## config.mk

```make
export PLATFORM = sky130hd
export DESIGN_NAME = lif_neuron_array
export DESIGN_NICKNAME = d
export VERILOG_FILES = /design/src/rtl/lif_pkg.sv /design/src/rtl/lif_cell.sv /design/src/rtl/lif_neuron_array.sv
export SDC_FILE = /design/constraint.sdc
export NUM_CORES = 1
export LEC_CHECK = 0
export CAP_MARGIN = 20
export CORE_MARGIN = 2
export CORE_UTILIZATION = 50
export CTS_CLUSTER_DIAMETER = 30
export DETAILED_ROUTE_END_ITERATION = 12
export PLACE_DENSITY_LB_ADDON = 0.05
export SLEW_MARGIN = 25
export SYNTH_ARGS = -nofsm -noshare
export SYNTH_HDL_FRONTEND = slang
export SYNTH_SLANG_ARGS = --single-unit
```

## constraint.sdc

```tcl
create_clock -name clk -period 6.97 [get_ports clk]
set_input_delay 1.7425 -clock clk [delete_from_list [all_inputs] [get_ports clk]]
set_output_delay 1.7425 -clock clk [all_outputs]
set_load 0.03 [all_outputs]
```

## src/rtl/lif_pkg.sv

```systemverilog
// Shared constants for the LIF neuron array: config register addresses
// and the values the config registers take after reset.
package lif_pkg;

    localparam logic [1:0] CFG_THRESH = 2'd0;
    localparam logic [1:0] CFG_LEAK   = 2'd1;
    localparam logic [1:0] CFG_REFRAC = 2'd2;
    localparam logic [1:0] CFG_CLR    = 2'd3;

    localparam int THRESH_RST = 32;
    localparam int LEAK_RST   = 1;
    localparam int REFRAC_RST = 0;

endpackage

```

## src/rtl/lif_cell.sv

```systemverilog
// One leaky integrate-and-fire neuron: membrane state, refractory counter
// and spike register, driven by config values shared across the array.
module lif_cell #(
    parameter int IN_W     = 6,
    parameter int STATE_W  = 8,
    parameter int REFRAC_W = 3
) (
    input  logic                clk,
    input  logic                reset,
    input  logic                step_i,
    input  logic [IN_W-1:0]     in_i,
    input  logic [STATE_W-1:0]  thresh_i,
    input  logic [2:0]          leakShift_i,
    input  logic [REFRAC_W-1:0] refracPeriod_i,
    output logic                spikeNext_o,
    output logic                spike_o,
    output logic [STATE_W-1:0]  state_o
);

    localparam int PAD_W = STATE_W + 1 - IN_W;

    logic [STATE_W-1:0]  state_q, state_d;
    logic [REFRAC_W-1:0] refrac_q, refrac_d;
    logic                spike_q, spike_d;

    logic [STATE_W-1:0]  retained;
    logic [STATE_W:0]    sumWide;
    logic [STATE_W-1:0]  sumClip;

    // The extra sum bit catches overflow so the membrane clips instead of wrapping.
    always_comb begin
        retained = state_q >> leakShift_i;
        sumWide  = {{PAD_W{1'b0}}, in_i} + {1'b0, retained};
        sumClip  = sumWide[STATE_W] ? '1 : sumWide[STATE_W-1:0];

        state_d  = state_q;
        refrac_d = refrac_q;
        spike_d  = 1'b0;
        if (step_i) begin
            if (refrac_q != '0) begin
                state_d  = '0;
                refrac_d = refrac_q - 1'b1;
            end else if (sumClip >= thresh_i) begin
                spike_d  = 1'b1;
                state_d  = '0;
                refrac_d = refracPeriod_i;
            end else begin
                state_d  = sumClip;
            end
        end
    end

    always_ff @(posedge clk) begin
        if (reset) begin
            state_q  <= '0;
            refrac_q <= '0;
            spike_q  <= 1'b0;
        end else begin
            state_q  <= state_d;
            refrac_q <= refrac_d;
            spike_q  <= spike_d;
        end
    end

    assign spikeNext_o = spike_d;
    assign spike_o     = spike_q;
    assign state_o     = state_q;

endmodule

```

## src/rtl/lif_neuron_array.sv

```systemverilog
// Array of LIF neurons with shared runtime config registers and a
// saturating population spike counter.
module lif_neuron_array
    import lif_pkg::*;
#(
    parameter int N_NEURONS = 4,
    parameter int IN_W      = 6,
    parameter int STATE_W   = 8,
    parameter int REFRAC_W  = 3,
    parameter int CNT_W     = 16
) (
    input  logic                         clk,
    input  logic                         reset,
    input  logic                         step,
    input  logic [N_NEURONS*IN_W-1:0]    in_current,
    input  logic                         cfg_we,
    input  logic [1:0]                   cfg_addr,
    input  logic [STATE_W-1:0]           cfg_data,
    output logic [N_NEURONS-1:0]         spike,
    output logic [N_NEURONS*STATE_W-1:0] state_out,
    output logic [CNT_W-1:0]             spike_count
);

    logic [STATE_W-1:0]   thresh_q;
    logic [2:0]           leakShift_q;
    logic [REFRAC_W-1:0]  refracPeriod_q;
    logic [CNT_W-1:0]     count_q, count_d;
    logic [N_NEURONS-1:0] spikeNext;
    logic [CNT_W:0]       countWide;

    // Config writes land at the edge, so a step in the same cycle still sees old values.
    always_ff @(posedge clk) begin
        if (reset) begin
            thresh_q       <= STATE_W'(THRESH_RST);
            leakShift_q    <= 3'(LEAK_RST);
            refracPeriod_q <= REFRAC_W'(REFRAC_RST);
        end else if (cfg_we) begin
            case (cfg_addr)
                CFG_THRESH: thresh_q       <= cfg_data;
                CFG_LEAK:   leakShift_q    <= cfg_data[2:0];
                CFG_REFRAC: refracPeriod_q <= cfg_data[REFRAC_W-1:0];
                default:    ;
            endcase
        end
    end

    genvar g;
    generate
        for (g = 0; g < N_NEURONS; g++) begin : gCell
            lif_cell #(
                .IN_W     (IN_W),
                .STATE_W  (STATE_W),
                .REFRAC_W (REFRAC_W)
            ) uCell (
                .clk            (clk),
                .reset          (reset),
                .step_i         (step),
                .in_i           (in_current[g*IN_W +: IN_W]),
                .thresh_i       (thresh_q),
                .leakShift_i    (leakShift_q),
                .refracPeriod_i (refracPeriod_q),
                .spikeNext_o    (spikeNext[g]),
                .spike_o        (spike[g]),
                .state_o        (state_out[g*STATE_W +: STATE_W])
            );
        end
    endgenerate

    // Counts the spikes registering this edge; a clear discards them.
    always_comb begin
        countWide = {1'b0, count_q};
        for (int i = 0; i < N_NEURONS; i++) begin
            countWide = countWide + (CNT_W+1)'(spikeNext[i]);
        end
        count_d = countWide[CNT_W] ? '1 : countWide[CNT_W-1:0];
        if (cfg_we && cfg_addr == CFG_CLR) begin
            count_d = '0;
        end
    end

    always_ff @(posedge clk) begin
        if (reset) begin
            count_q <= '0;
        end else begin
            count_q <= count_d;
        end
    end

    assign spike_count = count_q;

endmodule

```

==> run metrics, run 1 <==
Final GP Congestion approximately 0.93; top_reg_cell synth dfxtp_1; CTS H-tree depth 3; final period demand of the worst path 6.72 ns; count leader, synth nor2_1; largest family of logic cells by synthesized area compound AO/OA/AOI/OAI gates; Clock Path Buffers 2; required time of the critical path 7.22 ns; I/O pin total 90; Area contributors post-synth dfxtp_1 (26%), ha_1 (13%), mux2i_1 (6.2%), nor2_1 (5.5%), a21oi_1 (5.3%); area of the multi-input gates about 4300 µm²; post-synthesis instance area 6120 µm²; XOR/XNOR Fraction of Synth Area 0.0301; largest net degree at the start of global routing 46; DRC viols 0; Bufs and invs on worst path 5; crit-path most repeated cell fa_2; DRT iter0 DRCs around 400; Post-Synth Adder-Cell Area 0.156; CTS tree built; number of port buffers approximately 90; Slew @ Worst Pin approximately 0.92 ns; post-synthesis sequential area ratio 0.255; pwr dens about 300 nW/µm²; leakage power around 3.3 nW; Mean Syn Cell Area around 8.5 µm²; first-pass GRT wire length about 27,000 µm; Die Width around 110 µm; fraction of registers with async set/reset 0; VDD IR max roughly 0.20 mV; YS warnings 0; simple logic cell fraction of the synthesized area 0.176; Worst Path Max Fanout 7; WP data arrival between 6 and 7 ns; Worst Hold Class flop to flop; Final Cycle Share 0.965; register cell area after layout approximately 1600 µm²; FF-to-FF setup slack ~0.40 ns; Post-DP Area ~7400 µm²; Site Rows 40; total number of vias 5,864; Pre-antenna DRT Iters 5; # diodes 0; max-slew violation count 0; Final setup viols 0; Core Area ~12,000 µm²; antenna-violating nets left 0; post-synth top area cell dfxtp_1; Synth Area in Compound Gates 0.236; Top delay family on crit path adder cells; Final Hold Violating Endpoints 0; Via density between 5 and 6; number of synthesized register bits between 70 and 80; Nets 941; setup ws final between 0.2 and 0.25 ns; initial antenna violation count 0; status finished, final reports clean; Final Skew a little over 0.007 ns; post-synth cell types 64; Max Cap Violations 0; Routed WL around 17,000 µm; clock root buffer clkbuf_16; post-synthesis mux area share 0.101; Fill cells roughly 1,000; layout cells sized above 1 0.151; slowest stage delay, CP roughly 0.5 ns; Slowest-stage cell, CP fa_1; grt ovf 0; nature of the critical path startpoint input port; vias in the first global route 5,627; CTS Buf Count 9; number of synthesized flops with an enable pin 0; Worst-Skew Late Latency about 0.33 ns; initial core utilization 0.512; clk sinks 78; Reg clk slew, reported paths approximately 0.060 ns; synthesized instance count around 720; Die ar. between 10,000 and 15,000 µm²; post-synth top area share 0.255; relative slew slack 0.386; cts-stage hold buffer count 0; Die Y about 110 µm; fmax 149 MHz; commonest cells in the netlist nor2_1 (89), dfxtp_1 (78), a21oi_1 (65), ha_1 (65); Area Growth Syn to Fin 27.1%; Final HPWL DP about 13,000 µm; crit path kind input port to flop; GRT Overall Usage 0.259; drt wl/cell between 15 and 20 µm; final instance area a little under 8000 µm²; Layout Utilization 0.650; Synth Net Count approximately 830; endpoint class of the critical path flop; pre-CTS WS -0.294 ns
## cells by family after synthesis
logic type               count (synthesis)
AO/OA/AOI/OAI                          212
flip-flops                              78
buffers and inverters                   64
AND/OR/NAND/NOR                        218
adder cells (fa/ha/maj)                 72
multiplexers                            56
XOR/XNOR                                21
## final timing paths
kind                                                        startpoint                                      to  depth (start not counted)
worst max register to register             leakShift_q[0]$_SDFFE_PP1P_               spike_count[5]$_SDFF_PP0_                         27
worst max-delay path                                     in_current[0]               spike_count[5]$_SDFF_PP0_                         25
worst min register to register  gCell[0].uCell.state_o[0]$_SDFFE_PP0P_  gCell[0].uCell.state_o[0]$_SDFFE_PP0P_                          2
worst min-delay path            gCell[0].uCell.state_o[0]$_SDFFE_PP0P_  gCell[0].uCell.state_o[0]$_SDFFE_PP0P_                          2
## sequential cells by signal (all words and copies together), names as in the netlist
name / flops
gCell.uCell.refrac_q: 12
gCell.uCell.state_o: 32
gCell.uCell.spike_o: 4
leakShift_q: 3
thresh_q: 8
spike_count: 16
refracPeriod_q: 3
## where the power goes
part	leakage, nW	switching, mW	total (mW)	internal (mW)
Sequential	0.634	0.0791	0.601	0.522
Clock	0.161	0.180	0.530	0.350
Combinational	2.55	0.672	1.27	0.602
## tightest hold or removal path: stages, from the launching register on
cell,delay [ns]
dfxtp_1,0.32
nand2_1,0.06
o31ai_1,0.05
## per-stage QoR
stage               total power, mW  hold WS, ns   TNS (ns)  instances
finish                         2.40        0.479          0        983
global route                   2.58        0.530  -0.000491        983
CTS                            2.37        0.487          0        980
detailed placement             1.84        0.481      -4.12        964
global placement               1.80        0.479      -1.18        964
floorplan                      1.41        0.479          0        721
## layout by cell type (no fill, tap or decap), types with 11 or more instances in the layout
cell	instances
a21oi_1	61
o21ai_0	15
nand2_1	38
mux2_2	15
a31oi_1	11
dfxtp_1	77
a21o_1	18
xnor2_1	15
clkdlybuf4s50_1	89
ha_1	64
a22o_1	29
inv_1	21
nand3_1	13
buf_4	49
nor2_1	86
nand2b_1	17
mux2i_1	38
## area by class of cell
cell class | count | area share
clock inverters | 4 | 0.0122
clock buffers | 12 | 0.0304
repair buffers | 138 | 0.162
inverters | 25 | 0.0121
flip-flops and latches | 78 | 0.201
well taps | 147 | 0.0236
multi-input cells | 579 | 0.559
## timing repair
item	4_1_cts	5_1_grt
gates resized for setup	0	20
setup endpoints to repair	0	16
setup buffers	0	3
## metal layers
layer | track usage | part of all wire
met4 | 0.102 | 0.025
met2 | 0.434 | 0.48
met3 | 0.0222 | 0.040
met5 | 0 | 0
met1 | 0.346 | 0.45
Note: power is estimated with default switching activity, not from simulation.
==> run 2, diff against run 1 <==
Settings changed: CORE_MARGIN 2 to default, CORE_UTILIZATION 50 to 30, GPL_ROUTABILITY_DRIVEN from default to 1.
==> run metrics, run 2 (synthesis gave the netlist of run 1 again) <==
Final GP Congestion a little over 0.8; max-slew violation count 0; Final Hold Violating Endpoints 0; initial core utilization 0.310; Setup TNS 0 ns; HP Start gCell[1].uCell.state_o[0]$_SDFFE_PP0P_; Routed WL about 19,000 µm; Top delay family on crit path adder cells; first-pass GRT wire length between 30,000 and 40,000 µm; Worst-Skew Late Latency about 0.35 ns; vias in the first global route about 5,600; required time of the critical path around 7.2 ns; CTS tree built; Total Power ~2.3 mW; # diodes 0; antenna-violating nets left 0; Clock Path Buffers 2; Slowest-stage cell, CP fa_1; I/O pin total 90; initial antenna violation count 0; Bufs and invs on worst path 5; slowest stage delay, CP 0.50 ns; Final setup viols 0; status finished, final reports clean; Reg clk slew, reported paths approximately 0.060 ns; pwr dens between 200 and 300 nW/µm²; endpoint class of the critical path flop; Post-DP Area 7520 µm²; largest net degree at the start of global routing 46; DRT iter0 DRCs roughly 250; NetSw around 950 µW; final period demand of the worst path about 6.7 ns; Final Skew 0.0110 ns; Gate power share 0.549; Core Area between 15,000 and 20,000 µm²; clock root buffer clkbuf_16; FF-to-FF setup slack between 0.4 and 0.5 ns; Final Cycle Share 0.966; cts-stage hold buffer count 0; relative slew slack 0.351; CTS H-tree depth 3; Final HPWL DP between 10,000 and 15,000 µm; worst reg2reg path depth 26; Max Cap Violations 0; Nets approximately 940; Die Width about 140 µm; nature of the critical path startpoint input port; layout cells sized above 1 0.151; Hold Crit Endpoint gCell[1].uCell.state_o[0]$_SDFFE_PP0P_; clk sinks a little under 80; commonest cells after routing, fill and taps aside clkdlybuf4s50_1 (89), nor2_1 (87), dfxtp_1 (77); CTS Buf Count 9; fmax 149 MHz; Worst Hold Class flop to flop; Pre-antenna DRT Iters 4; final instance area approximately 7900 µm²; drt wl/cell about 17 µm; most common cell after layout, fill and taps aside clkdlybuf4s50_1; Via density ~5.2; number of port buffers a little under 90; max FFs per register 32; WP data arrival 7.00 ns; Fill cells 1,989; Pint approximately 1.4 mW; Slew @ Worst Pin approximately 0.97 ns; Area Growth Syn to Fin 28.6%; DRC viols 0; crit path kind input port to flop; grt ovf 0; Die ar. roughly 21,000 µm²; Seq pwr share 0.262; hold path cells 2; Site Rows a little over 50; Worst Path Max Fanout 8; Switching Share 0.412; clock network power share 0.190; Die Y roughly 140 µm; Critical R2R Capture spike_count[1]$_SDFF_PP0_; leakage power approximately 3.3 nW; FF-to-FF Start leakShift_q[0]$_SDFFE_PP1P_; total number of vias between 5,000 and 6,000; VDD IR max roughly 0.14 mV; GRT Overall Usage 0.191
[run 2: repair_timing]
action,CTS,global route
buffers inserted,0,3
endpoints found under the setup margin,0,16
resized for setup,0,16
[run 2: final cells by class]
cell class              count  area [µm²]  area share
clock buffers              11         233      0.0296
clock inverters             5        35.0     0.00445
inverters                  25        93.8      0.0119
multi-input cells         579        4350       0.552
flip-flops and latches     78        1560       0.199
well taps                 265         332      0.0421
repair buffers            138        1270       0.161
[run 2: tightest hold or removal path, delay by kind of cell, from the launching register on]
family             cells  cell delay, ns
DFF                    1            0.34
and+or+nand+nor        1            0.06
AOI/OAI and AO/OA      1            0.05
[run 2: worst max path at each step]
stage                   startpoint                          to  slack, ns  cells past startpoint
detailed placement   in_current[0]   spike_count[1]$_SDFF_PP0_      -0.31                     24
CTS                  in_current[0]   spike_count[1]$_SDFF_PP0_       0.03                     24
finish               in_current[0]   spike_count[1]$_SDFF_PP0_       0.24                     25
floorplan            in_current[0]  spike_count[10]$_SDFF_PP0_       0.31                     23
global route        in_current[12]   spike_count[0]$_SDFF_PP0_      -0.02                     24
global placement     in_current[0]   spike_count[0]$_SDFF_PP0_      -0.16                     24
[run 2: layer usage]
layer / up-vias / GRT usage / routed length [µm]
li1: 2862 / - / -
met1: 2740 / 0.251 / 9050
met2: 112 / 0.317 / 8860
met3: 23 / 0.0283 / 650
met4: 0 / 0.0620 / 406
met5: - / 0 / 0
[run 2: power by group through the flow]
stage	logic, mW	registers (mW)	clock network [mW]
after floorplan	0.750	0.665	0
after global placement	1.23	0.612	0
after detailed placement	1.24	0.614	0
after CTS	1.25	0.605	0.457
after global routing	1.42	0.615	0.476
final	1.27	0.604	0.439
[run 2: per-stage QoR]
step | setup slack [ns] | util | cells | hold WS (ns)
6_report | 0.239 | 0.399 | 1101 | 0.498
5_1_grt | -0.0183 | 0.399 | 1101 | 0.529
4_1_cts | 0.0329 | 0.395 | 1098 | 0.502
3_5_place_dp | -0.307 | 0.382 | 1082 | 0.494
3_3_place_gp | -0.159 | 0.382 | 1082 | 0.491
2_1_floorplan | 0.311 | - | 721 | 0.479
